## config.mk

```make
export PLATFORM = sky130hd
export DESIGN_NAME = serial_fas
export DESIGN_NICKNAME = d
export VERILOG_FILES = /design/src/rtl/serial_fas.sv
export SDC_FILE = /design/constraint.sdc
export NUM_CORES = 1
export LEC_CHECK = 0
export ABC_AREA = 0
export BUFFER_PORTS_ARGS = -buffer_cell sky130_fd_sc_hd__buf_2
export CAP_MARGIN = 5
export CORE_UTILIZATION = 54
export DETAILED_ROUTE_END_ITERATION = 10
export PLACE_DENSITY = 0.77
export RECOVER_POWER = 25
export SYNTH_ARGS = -nofsm -noshare
export SYNTH_HDL_FRONTEND = slang
export SYNTH_SLANG_ARGS = --single-unit
```

## constraint.sdc

```tcl
create_clock -name clk -period 1.8 [get_ports clk]
set_clock_uncertainty 0.2 [all_clocks]
set_input_delay 0.27 -clock clk [delete_from_list [all_inputs] [get_ports clk]]
set_output_delay 0.27 -clock clk [all_outputs]
set_load 0.01 [all_outputs]
```

## src/rtl/serial_fas.sv

```systemverilog
// serial_fas: bit-serial N-bit adder/subtractor built around one full adder/subtractor cell.
// Operands are shifted out LSB first, one bit per clock, with carry/borrow held in a flop.
module serial_fas #(
    parameter int unsigned N = 8
) (
    input  logic         clk,
    input  logic         rst_n,
    input  logic         start,
    input  logic         a_ns,
    input  logic [N-1:0] a,
    input  logic [N-1:0] b,
    output logic         busy,
    output logic         done,
    output logic [N-1:0] s,
    output logic         cout
);

    localparam int unsigned CW = $clog2(N + 1);

    typedef enum logic [1:0] {
        IDLE = 2'd0,
        RUN  = 2'd1,
        DONE = 2'd2
    } state_t;

    state_t          state_q, state_d;
    logic [N-1:0]    a_sh_q, a_sh_d;
    logic [N-1:0]    b_sh_q, b_sh_d;
    logic [N-1:0]    sum_sh_q, sum_sh_d;
    logic            c_q, c_d;
    logic            mode_q, mode_d;
    logic [CW-1:0]   cnt_q, cnt_d;
    logic            busy_q, busy_d;
    logic            done_q, done_d;
    logic [N-1:0]    s_q, s_d;
    logic            cout_q, cout_d;

    logic            ai, bi, bit_s, c_nxt;
    logic [N-1:0]    sum_nxt;

    // Single-bit cell: sum bit plus carry (add) or borrow (subtract).
    always_comb begin
        ai      = a_sh_q[0];
        bi      = b_sh_q[0];
        bit_s   = ai ^ bi ^ c_q;
        c_nxt   = mode_q ? ((ai & bi) | (ai & c_q) | (bi & c_q))
                         : ((~ai & bi) | (~ai & c_q) | (bi & c_q));
        sum_nxt = {bit_s, sum_sh_q[N-1:1]};
    end

    // Next-state and datapath update.
    always_comb begin
        state_d  = state_q;
        a_sh_d   = a_sh_q;
        b_sh_d   = b_sh_q;
        sum_sh_d = sum_sh_q;
        c_d      = c_q;
        mode_d   = mode_q;
        cnt_d    = cnt_q;
        busy_d   = busy_q;
        done_d   = 1'b0;
        s_d      = s_q;
        cout_d   = cout_q;

        unique case (state_q)
            IDLE, DONE: begin
                // DONE always leaves; a start seen on that leaving edge is taken
                // directly so held-start operation repeats every N+1 clocks.
                state_d = IDLE;
                if (start) begin
                    a_sh_d   = a;
                    b_sh_d   = b;
                    mode_d   = a_ns;
                    sum_sh_d = '0;
                    c_d      = 1'b0;
                    cnt_d    = '0;
                    busy_d   = 1'b1;
                    state_d  = RUN;
                end
            end
            RUN: begin
                a_sh_d   = a_sh_q >> 1;
                b_sh_d   = b_sh_q >> 1;
                sum_sh_d = sum_nxt;
                c_d      = c_nxt;
                cnt_d    = cnt_q + CW'(1);
                if (cnt_q == CW'(N - 1)) begin
                    // Last bit: publish the result as DONE is entered.
                    s_d     = sum_nxt;
                    cout_d  = c_nxt;
                    done_d  = 1'b1;
                    busy_d  = 1'b0;
                    state_d = DONE;
                end
            end
            default: begin
                state_d = IDLE;
                busy_d  = 1'b0;
            end
        endcase
    end

    // State and output registers with asynchronous clear.
    always_ff @(posedge clk or negedge rst_n) begin
        if (!rst_n) begin
            state_q  <= IDLE;
            a_sh_q   <= '0;
            b_sh_q   <= '0;
            sum_sh_q <= '0;
            c_q      <= 1'b0;
            mode_q   <= 1'b0;
            cnt_q    <= '0;
            busy_q   <= 1'b0;
            done_q   <= 1'b0;
            s_q      <= '0;
            cout_q   <= 1'b0;
        end else begin
            state_q  <= state_d;
            a_sh_q   <= a_sh_d;
            b_sh_q   <= b_sh_d;
            sum_sh_q <= sum_sh_d;
            c_q      <= c_d;
            mode_q   <= mode_d;
            cnt_q    <= cnt_d;
            busy_q   <= busy_d;
            done_q   <= done_d;
            s_q      <= s_d;
            cout_q   <= cout_d;
        end
    end

    assign busy = busy_q;
    assign done = done_q;
    assign s    = s_q;
    assign cout = cout_q;

endmodule

```

== Word level (Yosys, flattened, before mapping) ==
Cells that the tools add are included.
Word-level totals
  output and inout port bits: 11
  register bits: 43
  word-level logic and storage cells: 55
Cells by class
  add/sub/neg operators: 1
  bitwise gates (word level): 12
  muxes and demuxes: 19
  reductions and logical operators: 7
  equal/unequal tests: 5
Operator list (number)
  8-bit case mux with 2 select lines: 3
  8-bit two-way mux: 3
  4-bit case mux with 2 select lines: 1
  2-bit AND reduction: 4
  1-bit two-way mux: 7
  1-bit bitwise AND: 5
  4-bit by 1-bit adder with 4-bit output, second input constant: 1
  4-bit by 3-bit == test with 1-bit output, second input constant: 1
  4-bit two-way mux: 1
  2-bit inequality test, second input constant: 2
  1-bit OR: 4
  1-bit case mux with 2 select lines: 2
  2-bit case mux with 2 select lines: 1
  2-bit by 1-bit == test with 1-bit output, second input constant: 1
  2-bit == test, second input constant: 1
  2-bit logical NOT: 1
  2-bit two-way mux: 1
  2-bit nonzero test: 1
  2-bit OR reduction: 1
  1-bit XOR: 2
  1-bit inverter: 1

== Depth between registers and ports, before layout ==
  depth after elaboration: 6
  depth in mapped cells: 5

== Least setup slack after synthesis ==
No wires, ideal clock.
  path type: register to register
  start: reg cnt_q[0]
  end: reg s_q[0], in the netlist s[0]
  stages on the path, launching flop included: 5
  setup time: 128 ps
  path slack: 269 ps
  clock period less this slack: 1531 ps
  arrival time: 1204 ps
  buffers on the path: 0
  cell sequence: dfrtp_1 -> ha_1 -> nand3b_4 -> nor2_8 -> mux2_1
On the way
  word-level cells in the longest chain between the ends: 2
Ends and longest elaborated chain
  from (decl): line 32  | logic [CW-1:0] cnt_q, cnt_d;
  from (signal assigned): line 124  | cnt_q <= cnt_d;
  4-bit by 3-bit == test with 1-bit output: line 87  | if (cnt_q == CW'(N - 1)) begin
  2-bit AND reduction (no source line)
  to (signal assigned): line 115  | s_q <= '0;
  to (signal assigned): line 127  | s_q <= s_d;
  to (decl): line 35  | logic [N-1:0] s_q, s_d;
No other way between the ends.
A chain may end at the register's enable or synchronous reset.

== Final worst setup path ==
  start: reg cnt_q[0]
  end: reg s_q[2], in the netlist s[2]
Same word-level chain as after synthesis.

==> results by group <==
Yosys
  • Leading post-synthesis cells by cell area: dfrtp_1 (58%), a22oi_1 (5.4%), a22o_1 (5.4%)
  • Number of synthesized register bits: 42
  • Post-synthesis sequential area ratio: 0.584
  • Synth Instances: 147
  • Synth Flop Type: dfrtp_1
  • Synth cell types: 31
  • Avg Cell Area, Syn: about 12 um^2
  • Async SR Flop Fraction: 1.00
  • Mapped Nets: 170
  • Largest area contributor in the netlist: dfrtp_1
  • Number of flops mapped to enable cells by yosys: 0
  • Syn Std Cell Area: 1800 um^2
  • Synthesis Warnings: 0
  • Share of the synthesized area in the top cell type: 0.584

Layout
  • Fill cell count: 229
  • Area Overhead vs Synth: 26.1%
  • Share of layout cells above drive strength 1: 0.246
  • # diodes: 0
  • Nets: 221

Clocking
  • Later-pin clock latency in the skew report: 350 ps
  • Clock tree root driver cell: clkbuf_4
  • TritonCTS buffer count: 5
  • CTS clk-pin slew, worst paths: 130 ps
  • CTS tree: done
  • PostCTS Resize Cnt: 0
  • CTS Sinks: 42
  • CTS HTree Levels: 2
  • Max Buffers Root-to-Sink: 2
  • Post-CTS setup buffer count: 0

Power and ir drop
  • Lkg Pwr: 1.15 nW
  • Worst vdd ir: 0.000761 V
  • Total power: 0.00371 W
  • PwrDens: 1630 nW/um^2

Floorplanning
  • IO Pins: 31
  • Die ar.: 3570 um^2
  • Num rows: 20
  • Core area: 3100 um^2
  • Die Span Y: 59.7 um
  • Die Wd: 59.7 um
  • Initial Utilization: 0.580

Detailed routing
  • Drt wl/cell: 14.6 um
  • Via count: 1331
  • Via density: 5.48
  • DRT Wirelength: 3540 um
  • Detailed Route Iter0 Violations: a little over 70
  • Antenna viol nets, final: 0
  • Residual DRC: 0
  • Pre-Repair DR Iteration Count: 4

Placed design
  • IO Port Bufs: 30
  • Hpwl dp: 2200 um
  • Gp weighted congestion: between 0.7 and 0.8

STA
  • Tcrit/Tclk final: 0.943
  • RSZ-0062 raised after global routing: no
  • Final Hold Viols: 0
  • Worst-Margin Slew: 1090 ps
  • # setup viols final: 0
  • Rel. slew slack: 0.274
  • Minimum clock period: approximately 1700 ps
  • Slew Viols, Final: 0
  • F_max: 589 MHz
  • Sum Neg Setup Slack: 0 ps

Global routing
  • Largest net degree at the start of global routing: 29
  • Global-route wire length before repair: 5860 um
  • Vias in the first global route: 1312
  • Global Route Usage Sum: 0.228
  • Initial antenna violation count: 0
  • Grt ovf: 0

Worst setup path
  • Worst EP arrival: 1730 ps
  • Crit. End Element: flop
  • R2r setup slk: about 100 ps
  • Worst-path fanout max: 9
  • CP Class: reg2reg
  • Crit start category: flop
  • Worst path required time: 1830 ps

Flow run
  • Max Cap Viol: 0

Worst hold path
  • Hold Path Class: in2reg

Outcome
  • Status: finished clean
worst paths after layout:
check,from,to,depth (start not counted)
max reg2reg,cnt_q[0]$_DFFE_PN0P_,s[2]$_DFFE_PN0P_,4
max,cnt_q[0]$_DFFE_PN0P_,s[2]$_DFFE_PN0P_,4
min in group asynchronous,rst_n,done$_DFF_PN0_,2
max in group asynchronous,rst_n,a_sh_q[4]$_DFFE_PN0P_,3
min,start,busy$_DFFE_PN0P_,3
min reg2reg,cnt_q[3]$_DFFE_PN0P_,cnt_q[3]$_DFFE_PN0P_,1
registers in the layout, indices dropped and copies added (netlist names), 2 cells and up:
signal / count
s: 8
b_sh_q: 8
cnt_q: 4
sum_sh_q: 7
state_q: 2
a_sh_q: 8
routing by layer:
metal  vias up  wire length [um]  GRT usage
met5         -                 0          0
met2        41              1750      0.352
met3        11               161     0.0498
li1        631                 -          -
met4         0                76      0.123
met1       648              1560      0.300
cells in the mapped netlist (2+ instances only):
library cell and count:
o21ai_0 2, nand2_1 19, nor2_1 3, nand3_1 14
xnor2_1 2, nand2b_1 2, mux2i_1 2, a22oi_1 13
nor2b_1 2, a22o_1 11, ha_1 3, mux2_1 8
buf_4 5, buf_2 3, dfrtp_1 42
cell families after synthesis:
family                     count (synthesis)  synth area share
and+or+nand+nor                           49             0.152
DFF                                       42             0.584
AOI/OAI and AO/OA                         31             0.139
buffers and inverters                     10            0.0334
muxes                                     10            0.0612
adders and majority gates                  3            0.0209
xor gates and xnor gates                   2           0.00973
cell type report:
type                    instances  area (um^2)  share of cell area
clock buffers                   5         37.5              0.0165
flip-flops and latches         42         1050               0.463
multi-input cells              95          692               0.305
well taps                      44         55.1              0.0242
inverters                       1         3.75             0.00165
repair buffers                 53          392               0.172
clock inverters                 3         40.0              0.0176
cell usage in the layout (no fill, tap or decap), drive strengths merged, types with 2 or more instances in the layout:
cell type    synthesis  layout
mux2                 8       8
nand2               19      19
clkbuf               1       6
buf                  8      34
nand3               14      14
clkinv               0       2
mux2i                2       2
a22o                11      11
dlygate4sd3          0      18
nor2b                3       3
nand3b               2       2
nand2b               3       3
nor2                 5       5
dfrtp               42      42
o21ai                3       3
xnor2                2       2
a22oi               13      13
ha                   3       3
stage by stage:
stage / utilization / setup WS, ps / hold slack [ps] / std cells / area (um^2)
after global routing: 0.732 / 40.6 / 44.8 / 243 / 2270
final: 0.732 / 102 / 28.7 / 243 / 2270
after global placement: 0.649 / 210 / 38.9 / 217 / 2010
after CTS: 0.732 / 115 / 26.5 / 243 / 2270
after detailed placement: 0.649 / 127 / 47.7 / 217 / 2010
after floorplan: - / 269 / -226 / 147 / 1800
worst max-delay path: stages (launching register included):
cell      delay (ps)
dfrtp_1          420
ha_1             250
nand3b_4         160
nor2_8           200
mux2_1           350
power by group:
part | internal, W | switching, W
Sequential | 0.00136 | 0.000272
Clock | 0.000288 | 0.000304
Combinational | 0.000702 | 0.000787
Total | 0.00235 | 0.00136
what timing repair did:
action / in CTS / in global routing
endpoints found under the hold margin: 36 / 0
setup endpoints to repair: 0 / 0
hold buffers: 18 / 0
Power figures use the tool's default switching activity.
